### src/rtl/cam_capture_pack.sv
// cam_capture_pack: OV7670 byte capture with crop, frame decimation
// and word packing toward the camera-to-SDRAM FIFO write port.
module cam_capture_pack #(
  parameter int WORD_BYTES = 2,
  parameter int X_W        = 11,
  parameter int Y_W        = 10,
  parameter int DEC_W      = 4
) (
  input  logic                    PCLK_cam,
  input  logic                    rst_n,
  input  logic [7:0]              data_cam,
  input  logic                    VSYNC_cam,
  input  logic                    HREF_cam,
  input  logic                    cfg_en,
  input  logic [X_W-1:0]          cfg_x0,
  input  logic [X_W-1:0]          cfg_x1,
  input  logic [Y_W-1:0]          cfg_y0,
  input  logic [Y_W-1:0]          cfg_y1,
  input  logic [DEC_W-1:0]        cfg_decim,
  input  logic                    wr_full,
  output logic                    wr_req,
  output logic [8*WORD_BYTES-1:0] wr_data,
  output logic                    wr_sof,
  output logic                    wr_eol,
  output logic                    ovf,
  input  logic                    ovf_clr,
  output logic                    align_err,
  output logic [15:0]             frame_cnt,
  output logic                    busy
);

  localparam int DW = 8 * WORD_BYTES;
  localparam int CW = (WORD_BYTES > 1) ? $clog2(WORD_BYTES) : 1;
  localparam logic [CW-1:0] LAST = CW'(WORD_BYTES - 1);

  typedef enum logic [1:0] {
    IDLE,
    SYNC,
    ACTIVE,
    SKIP
  } state_t;

  state_t state, state_nxt;

  logic             vs_q, vs_qq;
  logic             hr_q, hr_qq;
  logic [7:0]       d_q;
  logic             vs_rise, vs_fall;
  logic             hr_rise, hr_fall;

  logic [X_W-1:0]   x_cnt, cur_x;
  logic [Y_W-1:0]   y_cnt;
  logic [DEC_W-1:0] dec_cnt;

  logic [X_W-1:0]   x0_r, x1_r;
  logic [Y_W-1:0]   y0_r, y1_r;
  logic [DEC_W-1:0] dec_r;

  logic [DW-1:0]    pk_sh, word;
  logic [CW-1:0]    pk_cnt;
  logic             sof_done;
  logic             drop;

  logic             sync_entry;
  logic             sync_exit;
  logic             keep, done;
  logic             ovf_set, aln_set;

  always_ff @(posedge PCLK_cam or negedge rst_n) begin
    if (!rst_n) begin
      vs_q  <= 1'b0;
      vs_qq <= 1'b0;
      hr_q  <= 1'b0;
      hr_qq <= 1'b0;
      d_q   <= '0;
    end else begin
      vs_q  <= VSYNC_cam;
      vs_qq <= vs_q;
      hr_q  <= HREF_cam;
      hr_qq <= hr_q;
      d_q   <= data_cam;
    end
  end

  assign vs_rise = vs_q & ~vs_qq;
  assign vs_fall = ~vs_q & vs_qq;
  assign hr_rise = hr_q & ~hr_qq;
  assign hr_fall = ~hr_q & hr_qq;

  always_comb begin
    state_nxt  = state;
    sync_entry = 1'b0;
    sync_exit  = 1'b0;
    unique case (state)
      IDLE: begin
        if (vs_rise && cfg_en) begin
          state_nxt  = SYNC;
          sync_entry = 1'b1;
        end
      end
      SYNC: begin
        if (vs_fall) begin
          sync_exit = 1'b1;
          state_nxt = (dec_cnt == '0) ? ACTIVE : SKIP;
        end
      end
      ACTIVE, SKIP: begin
        if (vs_rise) begin
          state_nxt  = cfg_en ? SYNC : IDLE;
          sync_entry = cfg_en;
        end
      end
      default: state_nxt = IDLE;
    endcase
  end

  always_ff @(posedge PCLK_cam or negedge rst_n) begin
    if (!rst_n) state <= IDLE;
    else        state <= state_nxt;
  end

  assign cur_x = hr_rise ? '0 : x_cnt;
  assign word  = (pk_sh << 8) | DW'(d_q);

  always_comb begin
    keep = (state == ACTIVE) && hr_q
        && (cur_x >= x0_r) && (cur_x <= x1_r)
        && (y_cnt >= y0_r) && (y_cnt <= y1_r);
    done    = keep && (pk_cnt == LAST);
    ovf_set = done && !drop && wr_full;
    aln_set = hr_fall && (pk_cnt != '0);
  end

  always_ff @(posedge PCLK_cam or negedge rst_n) begin
    if (!rst_n) begin
      x_cnt   <= '0;
      y_cnt   <= '0;
      dec_cnt <= '0;
    end else begin
      if (hr_q) x_cnt <= cur_x + 1'b1;
      if (vs_fall)      y_cnt <= '0;
      else if (hr_fall) y_cnt <= y_cnt + 1'b1;
      // A fresh capture session always takes its first frame.
      if (sync_entry && state == IDLE) begin
        dec_cnt <= '0;
      end else if (sync_exit) begin
        if (dec_cnt >= dec_r) dec_cnt <= '0;
        else                  dec_cnt <= dec_cnt + 1'b1;
      end
    end
  end

  always_ff @(posedge PCLK_cam or negedge rst_n) begin
    if (!rst_n) begin
      x0_r  <= '0;
      x1_r  <= '0;
      y0_r  <= '0;
      y1_r  <= '0;
      dec_r <= '0;
    end else if (sync_entry) begin
      x0_r  <= cfg_x0;
      x1_r  <= cfg_x1;
      y0_r  <= cfg_y0;
      y1_r  <= cfg_y1;
      dec_r <= cfg_decim;
    end
  end

  always_ff @(posedge PCLK_cam or negedge rst_n) begin
    if (!rst_n) begin
      pk_sh    <= '0;
      pk_cnt   <= '0;
      sof_done <= 1'b0;
      drop     <= 1'b0;
      wr_req   <= 1'b0;
      wr_data  <= '0;
      wr_sof   <= 1'b0;
      wr_eol   <= 1'b0;
    end else begin
      wr_req <= 1'b0;
      wr_sof <= 1'b0;
      wr_eol <= 1'b0;
      if (sync_entry) begin
        pk_cnt   <= '0;
        sof_done <= 1'b0;
        drop     <= 1'b0;
      end else if (aln_set) begin
        pk_cnt <= '0;
      end else if (done) begin
        pk_cnt <= '0;
        // After a drop the frame stays silent until the next SYNC.
        if (wr_full) begin
          drop <= 1'b1;
        end else if (!drop) begin
          wr_req   <= 1'b1;
          wr_data  <= word;
          wr_sof   <= !sof_done;
          wr_eol   <= (cur_x == x1_r);
          sof_done <= 1'b1;
        end
      end else if (keep) begin
        pk_sh  <= word;
        pk_cnt <= pk_cnt + 1'b1;
      end
    end
  end

  always_ff @(posedge PCLK_cam or negedge rst_n) begin
    if (!rst_n) begin
      ovf       <= 1'b0;
      align_err <= 1'b0;
      frame_cnt <= '0;
    end else begin
      ovf       <= ovf_set | (ovf & ~ovf_clr);
      align_err <= (aln_set && !sync_entry)
                 | (align_err & ~ovf_clr);
      if (state == ACTIVE && vs_rise && !drop)
        frame_cnt <= frame_cnt + 1'b1;
    end
  end

  assign busy = (state != IDLE);

endmodule

### config.mk
export PLATFORM = sky130hd
export DESIGN_NAME = cam_capture_pack
export DESIGN_NICKNAME = d
export VERILOG_FILES = /design/src/rtl/cam_capture_pack.sv
export SDC_FILE = /design/constraint.sdc
export NUM_CORES = 1
export LEC_CHECK = 0
export ABC_CLOCK_PERIOD_IN_PS = 10100
export CORE_ASPECT_RATIO = 1.5
export CORE_MARGIN = 2
export CORE_UTILIZATION = 55
export CTS_CLUSTER_SIZE = 10
export DETAILED_ROUTE_END_ITERATION = 10
export GPL_TIMING_DRIVEN = 0
export PLACE_DENSITY = 0.84
export SYNTH_ARGS = -nofsm -noshare
export SYNTH_HDL_FRONTEND = slang
export SYNTH_SLANG_ARGS = --single-unit
### constraint.sdc
create_clock -name PCLK_cam -period 10.1 [get_ports PCLK_cam]
set_clock_uncertainty 0.1 [all_clocks]
set_input_delay 2.02 -clock PCLK_cam [delete_from_list [all_inputs] [get_ports PCLK_cam]]
set_output_delay 2.02 -clock PCLK_cam [all_outputs]
set_load 0.02 [all_outputs]
Word-level counts from Yosys, hierarchy flattened
Index checks and enable logic that the tools add are counted.
- add/subtract/negate cells: 5
- $mul: 0
- shifts and indexed selects: 0
- reductions and logical operators: 31
- div/mod/pow operators: 0
- eq/ne operators: 10
- mux-type cells: 45
- order comparisons: 5
- bitwise gates (word level): 19
- operator list (cell ; number):
    1-bit 2-to-1 mux ; 34
    10-bit 2-to-1 mux ; 2
    16-bit by 1-bit adder with 16-bit output (second input constant) ; 1
    16-bit by 8-bit bitwise OR with 16-bit output ; 1
    1-bit logical AND ; 14
    4-bit 2-to-1 mux ; 3
    11-bit by 1-bit adder with 11-bit output (second input constant) ; 1
    11-bit equality test ; 1
    11-bit >= comparator ; 1
    11-bit <= comparator ; 1
    11-bit 2-to-1 mux ; 1
    10-bit by 1-bit adder with 10-bit output (second input constant) ; 1
    10-bit >= comparator ; 1
    10-bit <= comparator ; 1
    1-bit inverter ; 10
    2-bit nonzero test ; 5
    2-bit != test (second input constant) ; 4
    4-bit AND reduction ; 2
    1-bit AND ; 6
    2-bit 2-to-1 mux ; 3
    2-bit case mux with 3 select lines ; 1
    3-bit AND reduction ; 2
    5-bit AND reduction ; 1
    4-bit by 1-bit adder with 4-bit output (second input constant) ; 1
    other kinds (12) ; 17
- latch bits: 0
- output and inout port bits: 38
- RAM bits: 0
- memories: 0
- word-level logic and storage cells: 140
- register bits after elaboration: 133
- bits of input ports: 61
- ROM bits: 0

Logic depth before layout (Yosys ltp)
Gate-level depths: netlist of the first run.
- depth after elaboration: 12
- mapped depth: 13
- mapped depth without buffers: 10

Worst setup path after synthesis of the first run
No wires, ideal clock.
- path kind: input to register
- start point: in cfg_en
- end point: reg wr_data[10]
- cell stages on the path: 7
- data required time: 9875 ps
- setup slack: 6347 ps
- setup time: 125 ps
- arrival time: 3528 ps
- path buffers: 1
- cells stage by stage: nand2_1 a21o_1 nand2_1 or4_1 nor3_4 buf_6 mux2_2
- longest elaborated chain between the ends: 5
- elaborated cells between the ends (all ways): 6
- classes of those cells: mux: 3; bitwise: 1; reduce/logical: 2
- RTL lines (element ; RTL line ; source):
    start, declared ; 14 ; input logic cfg_en,
    1-bit logical AND ; 96 ; if (vs_rise && cfg_en) begin
    1-bit 2-to-1 mux ; 96 ;
    1-bit case mux with 2 select lines (*) ; 94 ; unique case (state)
    1-bit inverter (no source line) (*) ; n/a ;
    5-bit AND reduction (no source line) (*) ; n/a ;
    end signal, assigned ; 196 ; wr_data <= word;
    end, declared ; 22 ; output logic [8*WORD_BYTES-1:0] wr_data,
Mark *: on every way between the ends. The rest lies on a longest branch, timed or not.
A chain may end at the register's enable or synchronous reset.

Worst setup path after layout of the first run
- start point: reg hr_qq
- end point: reg wr_data[13]
- longest elaborated chain between the ends: 10
- elaborated cells between the ends (all ways): 14
- classes of those cells: order compare: 2; mux: 1; bitwise: 4; reduce/logical: 7
- RTL lines (element ; RTL line ; source):
    start, declared ; 46 ; logic hr_q, hr_qq;
    start signal, assigned ; 80 ; hr_qq <= hr_q;
    1-bit inverter ; 87 ; assign hr_rise = hr_q & ~hr_qq;
    1-bit AND ; 87 ;
    11-bit 2-to-1 mux ; 122 ; assign cur_x = hr_rise ? '0 : x_cnt;
    11-bit >= comparator ; 127 ; && (cur_x >= x0_r) && (cur_x <= x1_r)
    1-bit logical AND (2 in series) ; 127 ;
    1-bit logical AND (2 in series) ; 128 ; && (y_cnt >= y0_r) && (y_cnt <= y1_r);
    1-bit logical AND ; 129 ; done = keep && (pk_cnt == LAST);
    5-bit AND reduction (no source line) (*) ; n/a ;
Marked as above.

==> qor.yml, run 1 <==
run_status:
  outcome: "finished clean"
synthesis:
  synth_edf_count: 0
  synth_most_common_cell: "dfrtp_1"
  synth_seq_cells: 133
  seq_area_frac_synth: 0.527
  async_flop_share: 1.00
  synth_area_mm2: 0.00632
  yosys.area.top_type_share: 0.527
  synthTopCellsByCount: "dfrtp_1 (133), nand2_1 (67), o21ai_0 (53), inv_1 (52), ha_1 (47)"
  synth_area_leaders: "dfrtp_1 (53%), ha_1 (9.3%), mux2_2 (6.1%)"
  synth_warnings: 0
  synth_cells: 584
  synthFlopType: "dfrtp_1"
  synth_cell_types: 53
  yosysTopAreaCell: "dfrtp_1"
  synth_nets: 692
  syn_area_per_cell_um2: 10.8
critical_path:
  rr_startpoint: "hr_qq"
  start_kind: "flop"
  worst_setup_path_end_kind: "flop"
  cp_slowest_cell: "a2111oi_0"
  worstSetupPathType: "reg -> reg"
  worst_path_most_repeated_cell: "clkbuf_1"
  cp.arrival_ps: 4850
  crit_buf_inv: 3
  endpoint: "wr_data[13]"
  critPathRequiredTime_ps: 10290
  crit_cells: 13
  regToRegSetupSlack_ps: 5440
  cp-startpoint: "hr_qq"
  cp_slowest_stage_delay_ps: 730
  rr_worst_depth: 13
  reg2reg_to: "wr_data[13]"
  path_max_fanout: 10
  crit_chain: "or2b_2, clkbuf_1, and2_1, clkbuf_1, ha_1, and4_1, nand2b_1, a31oi_1, a2111oi_0, a21boi_0, nor3_4, buf_6, mux2_2"
  crit_family: "simple AND/OR/NAND/NOR gates"
global_route:
  grt_pass1_vias: 4958
  grt_overflow: 0
  grt_max_degree: 95
  antenna_found_initial: 0
  grt_pass1_wl_um: 23600
  grt_usage: 0.241
clocking:
  cts_setup_buffers: 0
  clk_pin_slew_ps: 60
  ctsHoldBuffers: 0
  tritoncts: "yes"
  cts_sinks: 133
  numCtsBuffers: 17
  root_buffer: "clkbuf_16"
  clk_path_buf_depth: 2
  clk_latency_ps: 410
  post_cts_resized: 0
  htreeDepth: 4
die:
  die_area_mm2: 0.0124
  die_h_um: 135
  start_util: 0.557
  io_pins: 99
  die_w_um: 91.5
  num_rows: 48
  core_mm2: 0.0114
finish:
  layout.area.seq_mm2: 0.00333
  syn2layout_area_growth_pct: 28.0
  multiInputGateArea_mm2: 0.00271
  fill_cells: 760
  nNetsFinal: 810
  instances_no_fill: 865
  drive_gt1_frac: 0.108
  stdcell_area_mm2: 0.00809
  antenna_cells: 0
worst_hold_path:
  hp-class: "reg -> reg"
  min_path_cells: 1
pwr:
  p_comb_frac: 0.236
  sw_frac_of_total: 0.313
  clkPwrFrac: 0.348
  intPower_mw: 1.17
  pwr-share-seq: 0.416
  power.density_mw_per_mm2: 211
  peakVddDrop_v: 0.000135
  p_leak_nw: 3.79
  switchingPower_mw: 0.533
detailed_routing:
  dr.pass1.iters: 5
  drt-total-wl_um: 14100
  wire_per_inst_um: 16.3
  drt_iter0_markers: 222
  viasPerCell: 5.48
  num_vias: 4739
  drc: 0
  antenna_left: 0
timing:
  drv_slew: 0
  finalCritPeriodShare: 0.461
  rsz0062_at_grt: "no"
  maxClockFrequency_ghz: 0.215
  period_minus_slack_ps: 4660
  finalSetupTns_ps: 0
  hold_viol_final: 0
  setup_viol_count_final: 0
  slew_headroom: 0.338
  tightest_slew_ps: 984
place:
  place_congestion: 0.890
  port_buffers: 98
  place_area_mm2: 0.00752
  dpl.cell_count: 833
  dp_hpwl_um: 10200
job:
  drv_cap: 0
registers in the layout (all words and copies together) (netlist names), 2 cells and up:
name and flops:
state 2, y_cnt 10, d_q 8, x_cnt 11, x0_r 11, y1_r 10, wr_data 16, dec_r 4
x1_r 11, frame_cnt 16, y0_r 10, dec_cnt 4, pk_sh 8
layer usage:
| layer | wire [um] | part of all wire | GRT usage | up-vias |
|---|---|---|---|---|
| li1 | - | - | - | 2238 |
| met1 | 5440 | 0.39 | 0.274 | 2357 |
| met2 | 7850 | 0.56 | 0.449 | 117 |
| met3 | 487 | 0.035 | 0.0423 | 27 |
| met4 | 300 | 0.021 | 0.0909 | 0 |
| met5 | 0 | 0 | 0 | - |
how the worst min path moves through the flow:
stage | startpoint | endpoint | slack [ps]
after floorplan | hr_q | hr_qq | 290
after global placement | vs_q | vs_qq | 310
after detailed placement | sof_done | wr_sof | 330
after CTS | sof_done | wr_sof | 340
after global routing | sof_done | wr_sof | 370
final | sof_done | wr_sof | 330
power groups by stage:
stage / logic, mW / registers (mW) / clock network, mW
2_1_floorplan: 0.263 / 0.702 / 0
3_3_place_gp: 0.375 / 0.710 / 0
3_5_place_dp: 0.399 / 0.717 / 0
4_1_cts: 0.405 / 0.708 / 0.599
5_1_grt: 0.460 / 0.722 / 0.627
6_report: 0.403 / 0.709 / 0.592
logic make-up after synthesis:
group                      after synthesis  synth area share
and+or+nand+nor                        168             0.134
DFF                                    133             0.527
AOI/OAI and AO/OA                       98            0.0942
buffers and inverters                   70            0.0441
adders and majority gates               47            0.0930
muxes                                   35            0.0622
xor gates and xnor gates                33            0.0457
stage by stage:
stage	utilization	setup slack, ps	power, mW	hold WS (ps)
after global placement	0.660	2000	1.09	314
final	0.713	5440	1.70	332
after detailed placement	0.662	5500	1.12	326
after CTS	0.713	5490	1.71	335
after global routing	0.713	5360	1.81	370
after floorplan	-	6350	0.965	287
layout make-up:
cell class              instances  area share
multi-input cells             381       0.335
repair buffers                 99       0.125
clock buffers                  17      0.0526
clock inverters                15      0.0184
plain buffers                  18      0.0104
flip-flops and latches        133       0.411
inverters                      52      0.0241
well taps                     150      0.0232
placed cells by master (no fill, tap or decap), drive strengths merged, types with 6 or more instances in the layout:
cell type | synthesis | routed
nand2 | 67 | 67
nand4 | 12 | 12
nor2 | 25 | 25
mux2 | 34 | 34
ha | 47 | 47
inv | 52 | 57
nand3 | 13 | 13
clkdlybuf4s50 | 0 | 97
o21ai | 53 | 53
xnor2 | 18 | 18
nor2b | 7 | 7
clkbuf | 12 | 29
clkinv | 0 | 8
xor2 | 15 | 15
nand2b | 6 | 6
dfrtp | 133 | 133
and2 | 11 | 11
and3 | 9 | 9
a21oi | 10 | 10
buf | 6 | 8
Note: power is estimated with default switching activity, not from simulation.
==> inputs of run 2 (changes only) <==
==> config.mk (replaced) <==
export PLATFORM = sky130hd
export DESIGN_NAME = cam_capture_pack
export DESIGN_NICKNAME = d
export VERILOG_FILES = /design/src/rtl/cam_capture_pack.sv
export SDC_FILE = /design/constraint.sdc
export NUM_CORES = 1
export LEC_CHECK = 0
export ABC_CLOCK_PERIOD_IN_PS = 3860
export CORE_ASPECT_RATIO = 1.5
export CORE_MARGIN = 2
export CORE_UTILIZATION = 49
export CTS_CLUSTER_SIZE = 10
export DETAILED_ROUTE_END_ITERATION = 10
export GPL_TIMING_DRIVEN = 0
export PLACE_DENSITY = 0.8
export SYNTH_ARGS = -nofsm -noshare
export SYNTH_HDL_FRONTEND = slang
export SYNTH_SLANG_ARGS = --single-unit
==> constraint.sdc (replaced) <==
create_clock -name PCLK_cam -period 3.86 [get_ports PCLK_cam]
set_clock_uncertainty 0.1 [all_clocks]
set_input_delay 0.772 -clock PCLK_cam [delete_from_list [all_inputs] [get_ports PCLK_cam]]
set_output_delay 0.772 -clock PCLK_cam [all_outputs]
set_load 0.02 [all_outputs]
==> qor.yml, run 2 (same netlist as run 1, synthesis figures left out) <==
run_status:
  outcome: "finished clean"
pwr:
  power.density_mw_per_mm2: 554
  p_leak_nw: 3.81
  intPower_mw: 3.08
  clkPwrFrac: 0.354
  switchingPower_mw: 1.44
  peakVddDrop_v: 0.000299
  pwr-share-seq: 0.409
  sw_frac_of_total: 0.318
  p_comb_frac: 0.236
  p_total_mw: 4.52
finish:
  nNetsFinal: 812
  fill_cells: 964
  antenna_cells: 0
  reg.largest.list: "frame_cnt x16, wr_data x16"
  drive_gt1_frac: 0.114
  final_common_cell: "dfrtp_1"
  final_util: 0.652
  syn2layout_area_growth_pct: 29.0
  final_cell_mix: "dfrtp_1 (133), clkdlybuf4s50_1 (97), nand2_1 (67)"
  multiInputGateArea_mm2: 0.00273
  layout.area.seq_mm2: 0.00333
critical_path:
  cp_slowest_cell: "or4_4"
  path_max_fanout: 16
  crit_chain: "or2b_4, and2_1, ha_1, o21a_1, nor2_1, a2111oi_1, a2111oi_0, or4_4, nor4_4, buf_12, mux2_2"
  rr_startpoint: "hr_qq"
  cp-startpoint: "hr_qq"
  worstSetupPathType: "reg -> reg"
  cp.arrival_ps: 3770
  rr_worst_depth: 11
  start_kind: "flop"
  worst_setup_path_end_kind: "flop"
  critPathRequiredTime_ps: 4060
  cp_slowest_stage_delay_ps: 580
timing:
  drv_slew: 0
  slew_headroom: 0.396
  finalSetupTns_ps: 0
  hold_viol_final: 0
  maxClockFrequency_ghz: 0.280
  rsz0062_at_grt: "no"
  setup_viol_count_final: 0
  tightest_slew_ps: 897
  period_minus_slack_ps: 3570
  finalCritPeriodShare: 0.926
clocking:
  clk_pin_slew_ps: 60
  tritoncts: "yes"
  clk_path_buf_depth: 2
  ctsHoldBuffers: 0
  cts_sinks: 133
  root_buffer: "clkbuf_16"
  htreeDepth: 4
  numCtsBuffers: 17
  clk_latency_ps: 420
detailed_routing:
  drt_iter0_markers: 281
  highest_layer: "met4"
  num_vias: 4681
  met1_length_um: 5520
  drc: 0
  dr.pass1.iters: 4
  viasPerCell: 5.36
  drt-total-wl_um: 14300
  antenna_left: 0
  wl_met2_um: 7780
  met3_length_um: 556
  wire_per_inst_um: 16.4
die:
  die_area_mm2: 0.0138
  die_w_um: 96.7
  num_rows: 50
  start_util: 0.505
  core_mm2: 0.0125
  io_pins: 99
  die_h_um: 143
global_route:
  grt_overflow: 0
  antenna_found_initial: 0
  grt_max_degree: 73
  grt_pass1_wl_um: 23900
  grt_pass1_vias: 4975
  grt_usage: 0.216
place:
  port_buffers: 98
  dp_hpwl_um: 10400
  place_congestion: 0.899
worst_hold_path:
  hp-class: "in -> async"
job:
  drv_cap: 0
-- run 2: power by group through the flow --
stage | logic [mW] | clock network [mW] | registers (mW)
detailed placement | 1.05 | 0 | 1.87
global route | 1.22 | 1.69 | 1.89
global placement | 0.990 | 0 | 1.86
finish | 1.07 | 1.60 | 1.85
CTS | 1.08 | 1.62 | 1.85
floorplan | 0.688 | 0 | 1.84
-- run 2: area by class of cell --
class                   instances  share of cell area
multi-input cells             381               0.335
well taps                     156              0.0239
clock buffers                  17              0.0522
plain buffers                  17             0.00982
inverters                      52              0.0239
repair buffers                102               0.128
clock inverters                15              0.0193
flip-flops and latches        133               0.408
-- run 2: stage by stage --
step                      instances  setup WS [ps]  cell area, um2  hold WS [ps]
final                           873            286            8150           221
after global routing            873           92.1            8150           270
after CTS                       873            166            8150           260
after detailed placement        839           -775            7530           308
after global placement          838          -3060            7500           308
after floorplan                 584            347            6320           287
-- run 2: worst paths after layout --
check,endpoint,slack [ps]
max in group asynchronous,frame_cnt[14],2680
worst min register to register,hr_qq,330
worst min-delay path,y1_r[5],220
worst max register to register,pk_sh[0],290
min in group PCLK_cam,hr_qq,330
worst max-delay path,pk_sh[0],290
-- run 2: per-layer routing --
metal	up-vias	global-route usage
met5	-	0
met4	0	0.0993
met3	36	0.0480
met2	108	0.393
met1	2294	0.242
li1	2243	-
-- run 2: repair_timing --
item                       CTS  global route
setup endpoints to repair   31            13
gates resized for setup      6             1
pin swaps                    3             0
setup buffers                3             0
-- run 2: worst max-delay path, delay by kind of cell (launching register included) --
kind,cells,cell delay (ps)
compound gates,3,570
fa+ha+maj,1,290
buf+inv,1,180
flops,1,440
mux,1,330
simple gates,5,1540
==> RTL change (settings of run 2) <==
Change the parameter `Y_W` from 10 to 5.
--- a/src/rtl/cam_capture_pack.sv
+++ b/src/rtl/cam_capture_pack.sv
@@ -4,5 +4,5 @@
   parameter int WORD_BYTES = 2,
   parameter int X_W        = 11,
-  parameter int Y_W        = 10,
+  parameter int Y_W        = 5,
   parameter int DEC_W      = 4
 ) (
Ports: changed (resized cfg_y0 and cfg_y1); port bits go from 99 to 89. The function was not compared with the original's and may differ.
==> RTL change against run 2 <==
Final area decreased by 11%. Largest power group unchanged. Worst setup slack improved by 5.8 ps. Highest routed layer unchanged. Sequential cell count decreased by 15. Synthesized area decreased by 12%. Routed wire length decreased by 13%. Power decreased by 6.1%. Critical path depth unchanged.
==> RTL change: results <==
metrics = {
    "drt": {
        "wl_met3_um": 518,
        "drtIter0Drc": 190,
        "wl_met1_um": 4890,
        "wl_per_cell_um": 16.3,
        "vias": 4093,
    },
    "synthesis": {
        "yosysUniqueCellTypes": 55,
        "syn_avg_cell_area_um2": 11.2,
        "synth_commonest_cells": "dfrtp_1 (118), nand2_1 (52), inv_1 (46)",
        "synth_area_leaders": "dfrtp_1 (53%), ha_1 (8.3%), mux2_2 (5.5%)",
        "synth_compound_area_frac": 0.0960,
        "synth_xor_area_frac": 0.0408,
        "yosysSeqAreaShare": 0.529,
    },
    "run_status": {
        "outcome": "finished clean",
    },
    "setup_path": {
        "r2r-end": "pk_sh[1]",
        "arrival_ps": 3760,
    },
    "placement": {
        "port-buffer-count": 88,
        "place.gp.congestion": 0.843,
        "dp_cells": 736,
    },
    "layout": {
        "nFillCells": 843,
    },
    "global_routing": {
        "first_global_vias": 4407,
        "grt_max_degree": 63,
        "grt_first_pass_wirelength_um": 20900,
    },
    "power_and_ir_drop": {
        "total_power_w": 0.00424,
        "p_sw_frac": 0.290,
        "leakage_nw": 3.36,
    },
    "timing": {
        "slew_headroom": 0.418,
        "whs_ps": 223,
    },
    "clock_tree": {
        "cts_setup_buffers": 0,
    },
}
==> RTL change: critical path, cell delays in order (launching register included) <==
cell       delay, ps
dfrtp_1          450
nand2b_4         210
buf_6            160
and2_1           210
ha_1             330
a31oi_1          200
a211oi_1         100
a2111oi_0        600
a21oi_1          230
and3b_1          270
buf_2            230
mux2_2           370
==> RTL change: cell type report <==
class                           count  area [um^2]  area share
Buffer                             14         81.3      0.0112
Multi-Input combinational cell    322         2370       0.326
Sequential cell                   118         2950       0.405
Tap cell                          147          184      0.0253
Clock inverter                      8          120      0.0165
Timing Repair Buffer               89          910       0.125
Inverter                           46          173      0.0237
Clock buffer                       24          492      0.0675
==> RTL change: how the worst max path moves through the flow <==
stage	start	endpoint	slack [ps]	depth (start not counted)
CTS	hr_qq	pk_sh[1]	210	11
detailed placement	hr_qq	pk_sh[1]	290	11
global route	hr_qq	pk_sh[0]	20	11
floorplan	hr_qq	wr_data[10]	820	12
finish	hr_qq	pk_sh[1]	290	11
global placement	rst_n	x1_r[3]	-2450	1
